File: src/rtl/fb_clear_writer.sv
// Clears the framebuffer to CLEAR_COLOR from the free-running coordinate stream, aligned to (0,0).
// Latency 2 cycles from pair presented to write; no backpressure, one write per cycle.
module fb_clear_writer #(
  parameter int                 WIDTH       = 240,
  parameter int                 HEIGHT      = 480,
  parameter int                 COORD_W     = 11,
  parameter int                 ADDR_W      = 17,
  parameter int                 DATA_W      = 8,
  parameter logic [DATA_W-1:0]  CLEAR_COLOR = '0
) (
  input  logic               clock,
  input  logic               reset,
  input  logic               start,
  input  logic               abort,
  input  logic [COORD_W-1:0] x_coord,
  input  logic [COORD_W-1:0] y_coord,
  output logic               busy,
  output logic               done,
  output logic               wr_en,
  output logic [ADDR_W-1:0]  wr_addr,
  output logic [DATA_W-1:0]  wr_data
);

  localparam logic [2:0] S_IDLE   = 3'd0;
  localparam logic [2:0] S_ARMED  = 3'd1;
  localparam logic [2:0] S_CLEAR  = 3'd2;
  localparam logic [2:0] S_FLUSH  = 3'd3;
  localparam logic [2:0] S_FINISH = 3'd4;

  localparam logic [COORD_W-1:0] X_LIM = COORD_W'(WIDTH);
  localparam logic [COORD_W-1:0] Y_LIM = COORD_W'(HEIGHT);
  localparam logic [COORD_W-1:0] X_MAX = COORD_W'(WIDTH - 1);
  localparam logic [COORD_W-1:0] Y_MAX = COORD_W'(HEIGHT - 1);
  localparam logic [ADDR_W-1:0]  ROW   = ADDR_W'(WIDTH);
  localparam logic [ADDR_W:0]    TOTAL = (ADDR_W+1)'(WIDTH * HEIGHT);

  logic [2:0]         state, state_nxt;
  logic [ADDR_W:0]    count;
  logic               in_range, at_origin, at_last, accept;
  logic               s1_vld;
  logic [COORD_W-1:0] s1_x;
  logic [ADDR_W-1:0]  s1_row;

  assign in_range  = (x_coord < X_LIM) && (y_coord < Y_LIM);
  assign at_origin = (x_coord == '0) && (y_coord == '0);
  assign at_last   = (x_coord == X_MAX) && (y_coord == Y_MAX);

  // abort takes effect in the same cycle it is seen: that pair is dropped
  always_comb begin
    accept = 1'b0;
    case (state)
      S_ARMED: accept = !abort && at_origin;
      S_CLEAR: accept = !abort && in_range;
      default: accept = 1'b0;
    endcase
  end

  always_comb begin
    state_nxt = state;
    case (state)
      S_IDLE:   if (start && !abort) state_nxt = S_ARMED;
      S_ARMED:  if (abort) state_nxt = S_FLUSH;
                else if (at_origin) state_nxt = S_CLEAR;
      S_CLEAR:  if (abort) state_nxt = S_FLUSH;
                else if (accept && at_last) state_nxt = S_FLUSH;
      // stage 1 empty means the last write is on the port this cycle
      S_FLUSH:  if (!s1_vld) state_nxt = (count == TOTAL) ? S_FINISH : S_IDLE;
      S_FINISH: state_nxt = S_IDLE;
      default:  state_nxt = S_IDLE;
    endcase
  end

  always_ff @(posedge clock or negedge reset) begin
    if (!reset) begin
      state <= S_IDLE;
      count <= '0;
    end else begin
      state <= state_nxt;
      if (state == S_IDLE && start && !abort)
        count <= '0;
      else if (accept)
        count <= count + 1'b1;
    end
  end

  always_ff @(posedge clock or negedge reset) begin
    if (!reset) begin
      s1_vld  <= 1'b0;
      s1_x    <= '0;
      s1_row  <= '0;
      wr_en   <= 1'b0;
      wr_addr <= '0;
      wr_data <= CLEAR_COLOR;
    end else begin
      s1_vld <= accept;
      if (accept) begin
        s1_x   <= x_coord;
        s1_row <= ADDR_W'(y_coord) * ROW;
      end
      wr_en   <= s1_vld;
      wr_data <= CLEAR_COLOR;
      if (s1_vld)
        wr_addr <= s1_row + ADDR_W'(s1_x);
    end
  end

  assign busy = (state != S_IDLE);
  assign done = (state == S_FINISH);

endmodule

File: config.mk
export PLATFORM = sky130hd
export DESIGN_NAME = fb_clear_writer
export DESIGN_NICKNAME = d
export VERILOG_FILES = /design/src/rtl/fb_clear_writer.sv
export SDC_FILE = /design/constraint.sdc
export NUM_CORES = 1
export LEC_CHECK = 0
export ABC_AREA = 1
export BUFFER_PORTS_ARGS = -buffer_cell sky130_fd_sc_hd__buf_2
export CELL_PAD_IN_SITES_DETAIL_PLACEMENT = 1
export CELL_PAD_IN_SITES_GLOBAL_PLACEMENT = 1
export CORE_ASPECT_RATIO = 0.6
export CORE_MARGIN = 5
export CORE_UTILIZATION = 47
export CTS_CLUSTER_DIAMETER = 150
export DETAILED_ROUTE_END_ITERATION = 10
export PLACE_DENSITY = 0.88
export SYNTH_ARGS = -nofsm -noshare
export SYNTH_HDL_FRONTEND = slang
export SYNTH_SLANG_ARGS = --single-unit
export TNS_END_PERCENT = 50
File: constraint.sdc
create_clock -name clock -period 4.5 [get_ports clock]
set_input_delay 0.9 -clock clock [delete_from_list [all_inputs] [get_ports clock]]
set_output_delay 0.9 -clock clock [all_outputs]
set_load 0.02 [all_outputs]
==> metrics.txt <==
Fill cells 1279; Clock Tree Root clkbuf_16; Worst Max-Slew Pin Slew 0.944 ns; via count approximately 4400; Synth area leader dfrtp_1; Core Util, Final 54.4%; Hold/Removal Path Class flop to flop; layout cells sized above 1 a little under an eighth; Min Hold Slack 0.476 ns; Mapped Area between 4000 and 5000 µm²; # setup viols final 0; vias in the first global route 4495; highest clock rate 307 MHz; Synth Flop Type dfrtp_1; Final nets approximately 750; top post-synthesis cells by area dfrtp_1 (34%), nand2_1 (14%), ha_1 (9.0%), fa_1 (8.5%), inv_1 (6.4%); CTS tree yes; clk buf depth 2; Post-synth ARST share 100%; Top cell by count, worst path nand2_1; count of final max-slew check failures 0; Fin. Hold Viols 0; Die Width approximately 140 µm; Peak VDD IR 233 µV; crit-path max cell delay 0.51 ns; highest-delay cell along the critical path fa_1; Total GRT Usage 23.2%; status complete, no violations; FF-to-FF path depth 6; number of synthesized flops with an enable pin 0; DR DRC count 0; WP data required 4.74 ns; initial antenna violation count 0; post-synthesis sequential area ratio 33.8%; cts repair resizes 0; Layout Cells excl Fill about 810; Placer Congestion 0.975; # placed instances 791; antenna violation net count after detailed routing 0; I/O Pins 54; worst skew pair latency 0.33 ns; yosys warns 0; Setup crit end kind flop; port bufs 45; hpwl dp ~11000 µm; clock sink total 64; delay-heaviest family, CP adder cells; cts hold-fix bufs 0; Total Routed Length 13600 µm; most common cell after layout, fill and taps aside nand2_1; critical path launch point type input pin; Die Y roughly 90 µm; crit path buf inv count 3; number of distinct library cells after synthesis 37; setup ws final about 1.2 ns; H-tree levels 3; CP arrival 3.50 ns; WHS Path Cells 2; Core ar. 9840 µm²; Critical Path, Cell by Cell buf_2 -> inv_1 -> fa_1 -> fa_1 -> inv_1 -> ha_1 -> a21oi_1 -> o21ai_0 -> nand2_1 -> nand3_1 -> nand2_1 -> nand2_1 -> o21ai_0; top cell type's share of synthesized area 33.8%; most frequent cells in the layout nand2_1 (176), inv_1 (81), dfrtp_1 (64); Avg WL per Cell 16.9 µm; clock skew 0.00377 ns; post-CTS setup repair buffer count 0; Seq cells post-synth 64; vias per cell 5.39; area delta synth->final 13.2%; Initial Util 48.1%; largest net degree at the start of global routing 39; Place WS 0.898 ns; Final min period 3.26 ns; DR pass1 iterations 5; Setup TNS 0 ns; worst-path fanout max 4; PwrDens 582 nW/µm²; Cells after Synth 620; period utilization 72.4%; first-pass GRT wire length 22600 µm; critical path class input pin to flop; Die Area 12200 µm²; TritonCTS Buffers 9; gr ovfl total 0; Crit path depth 13; DRT iter0 DRCs roughly 280; Leak Pwr 2.79 nW; Mapped Avg Cell Area 7.63 µm²; Rel. slew slack 37.1%; n_diodes 0; Reg clk slew, reported paths 0.06 ns; number of max-cap violations 0; RSZ-0062 raised after global routing no; row count 28
[state kept, by name, summed over array words and instances (netlist names)]
signal and flops:
count 18, s1_row 13, s1_vld 1, s1_x 11, state 3, wr_addr 17
wr_en 1
[stage by stage]
stage               total power, mW  instance area [µm²]
CTS                            3.12                 5360
global route                   3.36                 5360
detailed placement             2.35                 5040
finish                         3.12                 5360
floorplan                      1.92                 4760
global placement               2.25                 5040
[routing by layer]
metal  vias to the layer above  routed length (µm)  GRT usage (%)  share of wire [%]
li1                       2042                   -              -                  -
met1                      2155                6620           32.5                 49
met2                       135                6050           37.7                 44
met3                        19                 793           4.75                5.8
met4                         0                 172           4.93                1.3
met5                         -                   0              0                  0
[cells in the mapped netlist (3+ instances only)]
library cell,n
a31oi_1,3
clkbuf_1,4
o21ai_1,7
nor3_1,11
nand2_1,176
o21ai_0,35
fa_1,20
xnor2_1,6
buf_6,3
inv_1,81
buf_4,10
a21oi_1,19
dfrtp_1,64
nand4_1,11
inv_2,6
xor2_1,14
nor4_1,3
ha_1,34
nor2_1,55
nand3_1,37
[cell families after synthesis]
family                   synth area share [%]
buffers and inverters                    9.62
flip-flops                               33.8
other                                  0.0792
AO/OA/AOI/OAI                            8.12
adder cells (fa/ha/maj)                  17.5
AND/OR/NAND/NOR                          27.2
XOR/XNOR                                 3.70
[worst min-delay path: stages, from the launching register on]
cell and delay, ns:
dfrtp_1 0.34, nand2_1 0.05, nand2_1 0.05
[power by group]
part | switching (mW) | internal (mW)
logic | 0.898 | 0.464
registers | 0.209 | 0.796
clock network | 0.266 | 0.485
[final timing paths]
path                              from           to  slack (ns)
max reg2reg                     s1_vld     state[1]        2.29
min reg2reg                wr_addr[16]  wr_addr[16]        0.48
max                         y_coord[6]   s1_row[16]        1.24
max in group asynchronous        reset   wr_addr[9]        2.88
min in group asynchronous        reset   s1_row[11]        0.72
min                        wr_addr[16]  wr_addr[16]        0.48
[area by class of cell]
class | count | area (µm²) | area share, %
clock buffer | 9 | 225 | 4.20
clock inverter | 7 | 95.1 | 1.77
inverter | 87 | 327 | 6.09
multi-input combinational | 458 | 2700 | 50.4
sequential | 64 | 1600 | 29.9
tap | 135 | 169 | 3.15
timing repair buffer | 47 | 240 | 4.48
(Power assumes the default switching activity.)
